**config.mk**
```make
export PLATFORM = sky130hd
export DESIGN_NAME = colour_sensor_emulator_flat
export DESIGN_NICKNAME = d
export VERILOG_FILES = /design/src/rtl/colour_sensor_emulator_pkg.sv /design/src/rtl/colour_sensor_emulator_if.sv /design/src/rtl/colour_sensor_emulator_sync2.sv /design/src/rtl/colour_sensor_emulator.sv /design/src/flat_wrapper.sv
export SDC_FILE = /design/constraint.sdc
export NUM_CORES = 1
export LEC_CHECK = 0
export ABC_AREA = 1
export ABC_CLOCK_PERIOD_IN_PS = 7400
export CAP_MARGIN = 0
export CORE_AREA = 4 4 187 134
export CTS_CLUSTER_DIAMETER = 150
export DETAILED_ROUTE_END_ITERATION = 10
export DIE_AREA = 0 0 191 138
export PLACE_DENSITY = 0.76
export SYNTH_ARGS = -nofsm -noshare
export SYNTH_HDL_FRONTEND = slang
export SYNTH_HIERARCHICAL = 1
export SYNTH_SLANG_ARGS = --single-unit
```
**constraint.sdc**
```tcl
create_clock -name clk50 -period 7.4 [get_ports clk50]
set_clock_uncertainty 0.2 [all_clocks]
set_input_delay 1.48 -clock clk50 [delete_from_list [all_inputs] [get_ports clk50]]
set_output_delay 1.48 -clock clk50 [all_outputs]
set_load 0.02 [all_outputs]
```
**src/rtl/colour_sensor_emulator_pkg.sv**
```systemverilog
// colour_sensor_pkg: filter/scale encodings, multipliers and FSM states shared by sensor and driver sides
package colour_sensor_pkg;
    localparam logic [1:0] RED   = 2'b00;
    localparam logic [1:0] BLUE  = 2'b01;
    localparam logic [1:0] CLEAR = 2'b10;
    localparam logic [1:0] GREEN = 2'b11;
    localparam logic [1:0] SCL_OFF = 2'b00;
    localparam logic [1:0] SCL_2   = 2'b01;
    localparam logic [1:0] SCL_20  = 2'b10;
    localparam logic [1:0] SCL_100 = 2'b11;
    localparam logic [5:0] MULT_100 = 6'd1;
    localparam logic [5:0] MULT_20  = 6'd5;
    localparam logic [5:0] MULT_2   = 6'd50;
    typedef enum logic [1:0] {ST_OFF, ST_SETTLE, ST_RUN} state_e;
    function automatic logic [5:0] scale_mult(input logic [1:0] s);
        return s == SCL_100 ? MULT_100 : s == SCL_20 ? MULT_20 : s == SCL_2 ? MULT_2 : 6'd0;
    endfunction
endpackage

```
**src/rtl/colour_sensor_emulator_if.sv**
```systemverilog
// colour_sensor_emulator_if: base-period register write bus
interface colour_sensor_emulator_if;
    logic        cfg_we;
    logic [1:0]  cfg_addr;
    logic [15:0] cfg_wdata;
    modport master (output cfg_we, cfg_addr, cfg_wdata);
    modport slave  (input cfg_we, cfg_addr, cfg_wdata);
endinterface

```
**src/rtl/colour_sensor_emulator_sync2.sv**
```systemverilog
// sync2: two-flop synchronizer with synchronous active-low clear
module sync2 (
    input  logic clk50,
    input  logic rst_n,
    input  logic d,
    output logic q
);
    logic meta_q, meta_d, sync_q, sync_d;
    always_comb begin
        meta_d = d;
        sync_d = meta_q;
    end
    always_ff @(posedge clk50) begin
        if (!rst_n) begin
            meta_q <= 1'b0;
            sync_q <= 1'b0;
        end else begin
            meta_q <= meta_d;
            sync_q <= sync_d;
        end
    end
    assign q = sync_q;
endmodule

```
**src/rtl/colour_sensor_emulator.sv**
```systemverilog
// colour_sensor_emulator: TCS3200-style sensor stand-in driving a scaled, per-filter square wave on OUT
module colour_sensor_emulator
    import colour_sensor_pkg::*;
#(
    parameter int CLK_HZ     = 50000000,
    parameter int SETTLE_CYC = 64,
    parameter int RST_RED    = 1000,
    parameter int RST_BLUE   = 1200,
    parameter int RST_CLEAR  = 400,
    parameter int RST_GREEN  = 1500
) (
    input  logic                     clk50,
    input  logic                     rst_n,
    input  logic                     S0,
    input  logic                     S1,
    input  logic                     S2,
    input  logic                     S3,
    colour_sensor_emulator_if.slave  cfg,
    output logic                     OUT,
    output logic                     out_active,
    output logic [15:0]              pulse_count
);
    if (CLK_HZ <= 0) begin : g_bad_clk
        $error("CLK_HZ must be positive");
    end
    logic [3:0] s_raw, s_sync, s_prev_q, s_prev_d;
    logic [3:0][15:0] base_q, base_d;
    state_e state_q, state_d;
    logic out_q, out_d, change, pwr_off;
    logic [15:0] pulse_q, pulse_d, settle_q, settle_d, base, eff_base;
    logic [21:0] hcnt_q, hcnt_d, high_q, high_d, low_q, low_d, period, high, low;
    assign s_raw = {S0, S1, S2, S3};
    for (genvar i = 0; i < 4; i++) begin : g_sync
        sync2 u_sync (.clk50(clk50), .rst_n(rst_n), .d(s_raw[i]), .q(s_sync[i]));
    end
    always_comb begin
        base_d = base_q;
        if (cfg.cfg_we) base_d[cfg.cfg_addr] = cfg.cfg_wdata;
        s_prev_d = s_sync;
        change   = s_sync != s_prev_q;
        pwr_off  = s_sync[3:2] == SCL_OFF;
        base     = base_q[s_sync[1:0]];
        eff_base = base < 16'd2 ? 16'd2 : base;
        period   = 22'(eff_base) * 22'(scale_mult(s_sync[3:2]));
        high     = period >> 1;
        low      = period - high;
        state_d  = state_q;
        out_d    = out_q;
        pulse_d  = pulse_q;
        settle_d = settle_q;
        hcnt_d   = hcnt_q;
        high_d   = high_q;
        low_d    = low_q;
        case (state_q)
            ST_OFF: begin
                out_d   = 1'b0;
                pulse_d = 16'd0;
                if (!pwr_off) begin
                    state_d  = ST_SETTLE;
                    settle_d = 16'd0;
                end
            end
            ST_SETTLE: begin
                if (pwr_off) state_d = ST_OFF;
                else if (change) settle_d = 16'd0;
                else if (settle_q == 16'(SETTLE_CYC - 1)) begin
                    state_d = ST_RUN;
                    out_d   = 1'b1;
                    pulse_d = 16'd1;
                    hcnt_d  = 22'd0;
                    high_d  = high;
                    low_d   = low;
                end else settle_d = settle_q + 16'd1;
            end
            ST_RUN: begin
                // a pin change beats a period boundary landing on the same cycle
                if (change) begin
                    state_d  = pwr_off ? ST_OFF : ST_SETTLE;
                    out_d    = 1'b0;
                    pulse_d  = 16'd0;
                    settle_d = 16'd0;
                end else if (out_q) begin
                    out_d  = hcnt_q != high_q - 22'd1;
                    hcnt_d = out_d ? hcnt_q + 22'd1 : 22'd0;
                end else if (hcnt_q == low_q - 22'd1) begin
                    out_d   = 1'b1;
                    hcnt_d  = 22'd0;
                    high_d  = high;
                    low_d   = low;
                    pulse_d = pulse_q == 16'hFFFF ? pulse_q : pulse_q + 16'd1;
                end else hcnt_d = hcnt_q + 22'd1;
            end
            default: state_d = ST_OFF;
        endcase
    end
    always_ff @(posedge clk50) begin
        if (!rst_n) begin
            state_q  <= ST_OFF;
            out_q    <= 1'b0;
            pulse_q  <= 16'd0;
            settle_q <= 16'd0;
            hcnt_q   <= 22'd0;
            high_q   <= 22'd0;
            low_q    <= 22'd0;
            s_prev_q <= 4'd0;
            base_q   <= {16'(RST_GREEN), 16'(RST_CLEAR), 16'(RST_BLUE), 16'(RST_RED)};
        end else begin
            state_q  <= state_d;
            out_q    <= out_d;
            pulse_q  <= pulse_d;
            settle_q <= settle_d;
            hcnt_q   <= hcnt_d;
            high_q   <= high_d;
            low_q    <= low_d;
            s_prev_q <= s_prev_d;
            base_q   <= base_d;
        end
    end
    assign OUT         = out_q;
    assign out_active  = state_q == ST_RUN;
    assign pulse_count = pulse_q;
endmodule

```
**src/flat_wrapper.sv**
```systemverilog
// flat-port wrapper written by rule: the top's interface ports become plain ports
module colour_sensor_emulator_flat import colour_sensor_pkg::*;
#(
    parameter int CLK_HZ     = 50000000,
    parameter int SETTLE_CYC = 64,
    parameter int RST_RED    = 1000,
    parameter int RST_BLUE   = 1200,
    parameter int RST_CLEAR  = 400,
    parameter int RST_GREEN  = 1500
)
  (clk50, rst_n, S0, S1, S2, S3, OUT, out_active, pulse_count, cfg_cfg_we, cfg_cfg_addr, cfg_cfg_wdata);
  colour_sensor_emulator_if cfg_i ();
  input  logic clk50;
  input  logic rst_n;
  input  logic S0;
  input  logic S1;
  input  logic S2;
  input  logic S3;
  output logic OUT;
  output logic out_active;
  output logic [15:0] pulse_count;
  input wire logic [$bits(cfg_i.cfg_we)-1:0] cfg_cfg_we;
  input wire logic [$bits(cfg_i.cfg_addr)-1:0] cfg_cfg_addr;
  input wire logic [$bits(cfg_i.cfg_wdata)-1:0] cfg_cfg_wdata;
  assign cfg_i.cfg_we = cfg_cfg_we;
  assign cfg_i.cfg_addr = cfg_cfg_addr;
  assign cfg_i.cfg_wdata = cfg_cfg_wdata;
  colour_sensor_emulator #(.CLK_HZ(CLK_HZ), .SETTLE_CYC(SETTLE_CYC), .RST_RED(RST_RED), .RST_BLUE(RST_BLUE), .RST_CLEAR(RST_CLEAR), .RST_GREEN(RST_GREEN)) u_core (.clk50(clk50), .rst_n(rst_n), .S0(S0), .S1(S1), .S2(S2), .S3(S3), .cfg(cfg_i), .OUT(OUT), .out_active(out_active), .pulse_count(pulse_count));
endmodule
```
# Word level (Yosys, flattened, before mapping)
# Cells that the tools add are included.
[totals] register_bits=177 output_inout_bits=18 input_bits=25 mem_bits_ro=0 elab_cells=125 ramBits=0 mem_count=0 latchBits=0
[op_classes] n_eq_ne=24 mul=1 div=0 n_lt_le_gt_ge=4 bitwise_logic=0 n_reduce_logical=11 muxes=59 n_shift=0 addsub=6
[op_table] op="22-bit 2-to-1 mux" n=19
[op_table] op="16-bit 2-to-1 mux" n=15
[op_table] op="22-bit case mux with 2 select lines" n=3
[op_table] op="16-bit case mux with 3 select lines" n=2
[op_table] op="64-bit bitwise mux" n=1
[op_table] op="22-bit by 1-bit subtractor with 22-bit output, second input constant" n=2
[op_table] op="16-bit by 1-bit adder with 16-bit output, second input constant" n=2
[op_table] op="16-bit binary-select mux with 2-bit select" n=1
[op_table] op="16-bit demux with 2-bit select" n=1
[op_table] op="22-bit by 1-bit adder with 22-bit output, second input constant" n=1
[op_table] op="22-bit == test" n=1
[op_table] op="16-bit by 6-bit multiplier with 22-bit output" n=1
[op_table] op="22-bit != test" n=1
[op_table] op="22-bit by 21-bit subtractor with 22-bit output" n=1
[op_table] op="6-bit 2-to-1 mux" n=3
[op_table] op="16-bit == test, second input constant" n=1
[op_table] op="16-bit by 6-bit == test with 1-bit output, second input constant" n=1
[op_table] op="16-bit by 2-bit < comparator with 1-bit output, second input constant" n=1
[op_table] op="7-bit AND reduction" n=2
[op_table] op="2-bit 2-to-1 mux" n=5
[op_table] op="2-bit != test, second input constant" n=5
[op_table] op="5-bit AND reduction" n=2
[op_table] op="4-bit AND reduction" n=2
[op_table] op="1-bit 2-to-1 mux" n=7
[op_table] op="other kinds (15)" n=25

# Logic depth before layout (Yosys ltp)
[depth] depth_word=10 depth_mapped=43 depth_no_buf=39

# Cells and area by module
# Netlist, hierarchy kept.
[modules_own_cells] module="colour_sensor_emulator" instances=1 cells_per_inst=2113 seq_area_each_um2=3363.2 area_per_inst_um2=13553.0
[modules_own_cells] module="sync2" instances=4 cells_per_inst=6 seq_area_each_um2=40.0 area_per_inst_um2=55.1

# Least setup slack after synthesis
# Ideal clock, no wire load.
[synth_timing] path_kind="reg2reg" startpoint="register u_core.g_sync[0].u_sync.sync_q" endpoint="register u_core.low_q[21]" t_arrival_ns=5.875 n_path_buf=2 required_time_ns=7.087 path_stages_with_launch=38 synth_period_minus_slack_ns=6.187 slack_ns=1.213 setup_time_ns=0.113 path_cell_list="dfxtp_1 > buf_4 > inv_2 > buf_6 > o21ai_0 > nor2_1 > a21oi_1 > nand4_1 > or4_1 > nor2_1 > inv_1 > nand2_1 > nand2_1 > inv_2 > ha_1 > inv_1 > fa_1 > fa_1 > [... 2 more ...] > a21oi_1 > o21ai_0 > a31oi_1 > inv_1 > a21boi_0 > xnor2_1 > inv_1 > ha_1 > a21oi_1 > o21ai_0 > a21oi_1 > a21oi_1 > nand3_1 > nand3_1 > a21oi_1 > nand2_1 > nand2_1 > nor2_1"
[synth_via] elab_chain_len=10 word_cells_on_any_way=17 cone_classes="add/sub (1); mul (1); order compare (1); eq/ne (3); mux (10); reduce/logical (1)"
[synth_lines] element="from (decl)" line_no="colour_sensor_emulator_sync2.sv:8" rtl="logic meta_q, meta_d, sync_q, sync_d;"
[synth_lines] element="from (signal assigned)" line_no="colour_sensor_emulator_sync2.sv:19" rtl="sync_q <= sync_d;"
[synth_lines] element="16-bit binary-select mux with 2-bit select" line_no="colour_sensor_emulator.sv:42" rtl="base = base_q[s_sync[1:0]];"
[synth_lines] element="16-bit 2-to-1 mux (implied by the code)" line_no="colour_sensor_emulator.sv:42"
[synth_lines] element="16-bit by 2-bit < comparator with 1-bit output" line_no="colour_sensor_emulator.sv:43" rtl="eff_base = base < 16'd2 ? 16'd2 : base;"
[synth_lines] element="16-bit 2-to-1 mux" line_no="colour_sensor_emulator.sv:43"
[synth_lines] element="16-bit by 6-bit multiplier with 22-bit output" line_no="colour_sensor_emulator.sv:44" rtl="period = 22'(eff_base) * 22'(scale_mult(s_sync[3:2]));"
[synth_lines] element="22-bit by 21-bit subtractor with 22-bit output" line_no="colour_sensor_emulator.sv:46" rtl="low = period - high;"
[synth_lines] element="22-bit 2-to-1 mux (on tied branches)" line_no="colour_sensor_emulator.sv:85, colour_sensor_emulator.sv:66"
[synth_lines] element="22-bit 2-to-1 mux (on tied branches)" line_no="colour_sensor_emulator.sv:82, colour_sensor_emulator.sv:65"
[synth_lines] element="22-bit 2-to-1 mux (on tied branches)" line_no="colour_sensor_emulator.sv:77, colour_sensor_emulator.sv:64"
[synth_lines] element="22-bit case mux with 2 select lines" line_no="colour_sensor_emulator.sv:54" rtl="case (state_q)"
[synth_lines] element="to (signal assigned)" line_no="colour_sensor_emulator.sv:114" rtl="low_q <= low_d;"
[synth_lines] element="to (decl)" line_no="colour_sensor_emulator.sv:31" rtl="logic [21:0] hcnt_q, hcnt_d, high_q, high_d, low_q, low_d, period, high, low;"
# Parallel ways exist; a longest one is shown, timed or not. The select of a mux whose other input is x is not followed.
# A chain may end at the register's enable or synchronous reset.

# Final worst setup path
[layout_timing] startpoint="register u_core.g_sync[0].u_sync.sync_q" endpoint="register u_core.low_q[20]"
# Same word-level chain as after synthesis.

==> results.yml <==
sta:
  worst_slack_ns: 0.530
  min_period_over_period_pct: 92.8
  fin_tns_setup_ns: 0
  worstMarginPinSlew_ns: 1.11
  setup_violations: 0
  hold_ws_ns: 0.222
  slew_headroom_pct: 25.6
  finalCriticalPeriod_ns: 6.87
  fmax_mhz: 146
  hold_viol_final: 0
  slew_violations: 0
global_routing:
  grt-ovfl-total: 0
  antenna_found_initial: 0
  grt_max_degree: 79
  track_usage_pct: 28.3
  grt_pass1_vias: 12400
  grt_pass1_wl_um: 62200
synthesis:
  syn-num-nets: 2276
  post_synth_most_frequent_cells: "nand2_1, inv_1, nor2_1"
  synthTopCellsByArea: "dfxtp_1, nand2_1, inv_1, nor2_1, ha_1"
  synth.distinct_cells: 54
  synth_top_area_cell: "dfxtp_1"
  synth.area.mux_share_pct: 0
  synth_edf_count: 0
  async_flop_share_pct: 0
  syn-cell-area_mm2: 0.0138
  ys.flop_type: "dfxtp_1"
  ys_seq_area_share_pct: 25.6
  synth_compound_area_share_pct: 11.8
  ys_warn_count: 6
  synthSimpleGateAreaFrac_pct: 34.1
  synth_most_common_cell: "nand2_1"
  netlist.area_leader.share_pct: 25.6
  synthAdderAreaFrac_pct: 12.4
  synth_top_family_by_area: "simple AND/OR/NAND/NOR gates"
  synthCells: 2137
  yosys.area_share.xor_xnor_pct: 4.83
  synth_seq_cells: 176
  syn_area_per_cell_um2: 6.45
power_and_ir_drop:
  clkPwrFrac_pct: 19.3
  p_per_area_mw_per_mm2: 331
  power_frac_comb_pct: 56.3
  total_power_mw: 4.96
  power_leakage_nw: 7.04
  p_switching_mw: 2.52
  p_int_mw: 2.44
  switching_share_pct: 50.8
  seqPwrFrac_pct: 24.4
  vdd_drop_max_mv: 0.205
layout:
  layout-drive-gt1-share_pct: 4.78
  final_cells: 2471
  syn2layout_area_growth_pct: 8.78
  fillers: 2184
  final_util_pct: 64.2
  nets: 2279
  antenna_cells: 0
  post-route-cell-area_mm2: 0.0150
clock_tree:
  cts_max_level: 4
  numCtsBuffers: 17
  clock_path_buffers: 2
  cts_tree: "yes"
  clk_pin_slew_ns: 0.08
  cts.sinks: 176
  cts_hold_buffers: 0
  clkLatencyLatePin_ns: 0.45
  cts_root_buf: "clkbuf_16"
route:
  ant_nets: 0
  routed_via_density: 5.62
  dr_total_vias: 13900
  drc: 0
  wirelength_um: 37900
  firstDrtPassIters: 6
  drtIter0Drc: 1450
  routedWlPerCell_um: 15.3
worst_setup_path:
  slowest_stage: "fa_1"
  cp-start-kind: "register"
  crit_path_max_fanout: 29
  critical_path.max_stage_delay_ns: 0.54
  endpoint_kind: "register"
  crit_arrival_ns: 7.02
  criticalPathCategory: "register to register"
  cp_data_required_time_ns: 7.55
hold_path:
  hold_class: "register to register"
die:
  core_mm2: 0.0233
  die_x_um: 191
  io_pins: 43
  die_h_um: 138
  initial_core_util_pct: 59.0
  num_rows: 47
  die_area_mm2: 0.0264
placement:
  hpwl_um: 28800
  dp_cells: 2436
  place_ws_ns: 0.338
  place_congestion: 0.947
  postPlaceCellArea_mm2: 0.0143
  port_buffers: 42
job:
  drv_cap: 0
status:
  outcome: "completed"
## routing by layer
| layer | wire length (µm) | up-vias | global-route usage [%] | share of wire (%) |
|---|---|---|---|---|
| met2 | 15200 | 614 | 39.2 | 40 |
| met3 | 3790 | 30 | 6.15 | 10 |
| li1 | - | 6876 | - | - |
| met5 | 0 | - | 0 | 0 |
| met4 | 331 | 0 | 5.48 | 0.87 |
| met1 | 18600 | 6373 | 44.9 | 49 |
## final timing paths
check                                            startpoint                                   end  slack, ns  cells after the start
setup / recovery       u_core/g_sync[0].u_sync/q$_SDFF_PN0_         u_core/low_q[20]$_SDFFE_PN0P_       0.53                     37
hold / removal    u_core/g_sync[3].u_sync/meta_q$_SDFF_PN0_  u_core/g_sync[3].u_sync/q$_SDFF_PN0_       0.22                      2
setup reg to reg       u_core/g_sync[0].u_sync/q$_SDFF_PN0_         u_core/low_q[20]$_SDFFE_PN0P_       0.53                     37
hold reg to reg   u_core/g_sync[3].u_sync/meta_q$_SDFF_PN0_  u_core/g_sync[3].u_sync/q$_SDFF_PN0_       0.22                      2
## power groups by stage
stage          logic (mW)  clock network (mW)  registers, mW
2_1_floorplan        2.17                   0           1.20
3_3_place_gp         2.62                   0           1.22
3_5_place_dp         2.68                   0           1.22
4_1_cts              2.71               0.973           1.20
5_1_grt              3.14                1.02           1.22
6_report             2.79               0.959           1.21
## layout make-up
class / instances / area, µm² / area share (%)
flip-flops and latches: 176 / 3520 / 23.5
multi-input cells: 1579 / 8720 / 58.2
repair buffers: 60 / 557 / 3.72
clock inverters: 15 / 203 / 1.35
inverters: 306 / 1150 / 7.71
clock buffers: 17 / 425 / 2.84
well taps: 318 / 398 / 2.66
## cell families (layout without fill, tap and decap cells)
group           after synthesis  count (layout)
buf+inv                     382             398
flops                       176             176
compound gates              303             303
simple gates               1086            1086
fa+ha+maj                   114             114
xor+xnor                     76              76
## registers in the layout, indices dropped and copies added (netlist names)
name,count
u_core/hcnt_q,22
u_core/low_q,22
u_core/base_q,64
u_core/g_sync.u_sync/meta_q,4
u_core/state_q,2
u_core/g_sync.u_sync/q,4
u_core/settle_q,16
u_core/s_prev_q,4
u_core/OUT,1
u_core/high_q,21
u_core/pulse_count,16
## worst max-delay path, delay by kind of cell (launching register included)
| family | cells | cell delay, ns |
|---|---|---|
| fa+ha+maj | 5 | 1.91 |
| compound gates | 6 | 1.14 |
| buf+inv | 9 | 0.91 |
| simple gates | 16 | 2.08 |
| flops | 1 | 0.34 |
| xor+xnor | 1 | 0.19 |
## cells in the final DEF, fill, tap and decap left out, types with 7 or more instances in the layout
cell / count
a211oi_1: 7
a21oi_1: 142
buf_4: 18
clkbuf_16: 17
clkdlybuf4s50_1: 41
dfxtp_1: 176
fa_1: 38
ha_1: 76
inv_1: 290
inv_2: 8
nand2_1: 516
nand3_1: 135
nand3b_1: 7
nand4_1: 67
nor2_1: 273
nor2_2: 9
nor3_1: 32
nor4_1: 15
o21ai_0: 94
o21ai_1: 26
xnor2_1: 30
xor2_1: 46
## repair_timing
action / 4_1_cts / 5_1_grt
setup endpoints to repair: 0 / 8
gates resized for setup: 0 / 11
setup buffers: 0 / 3
Power figures use the tool's default switching activity.
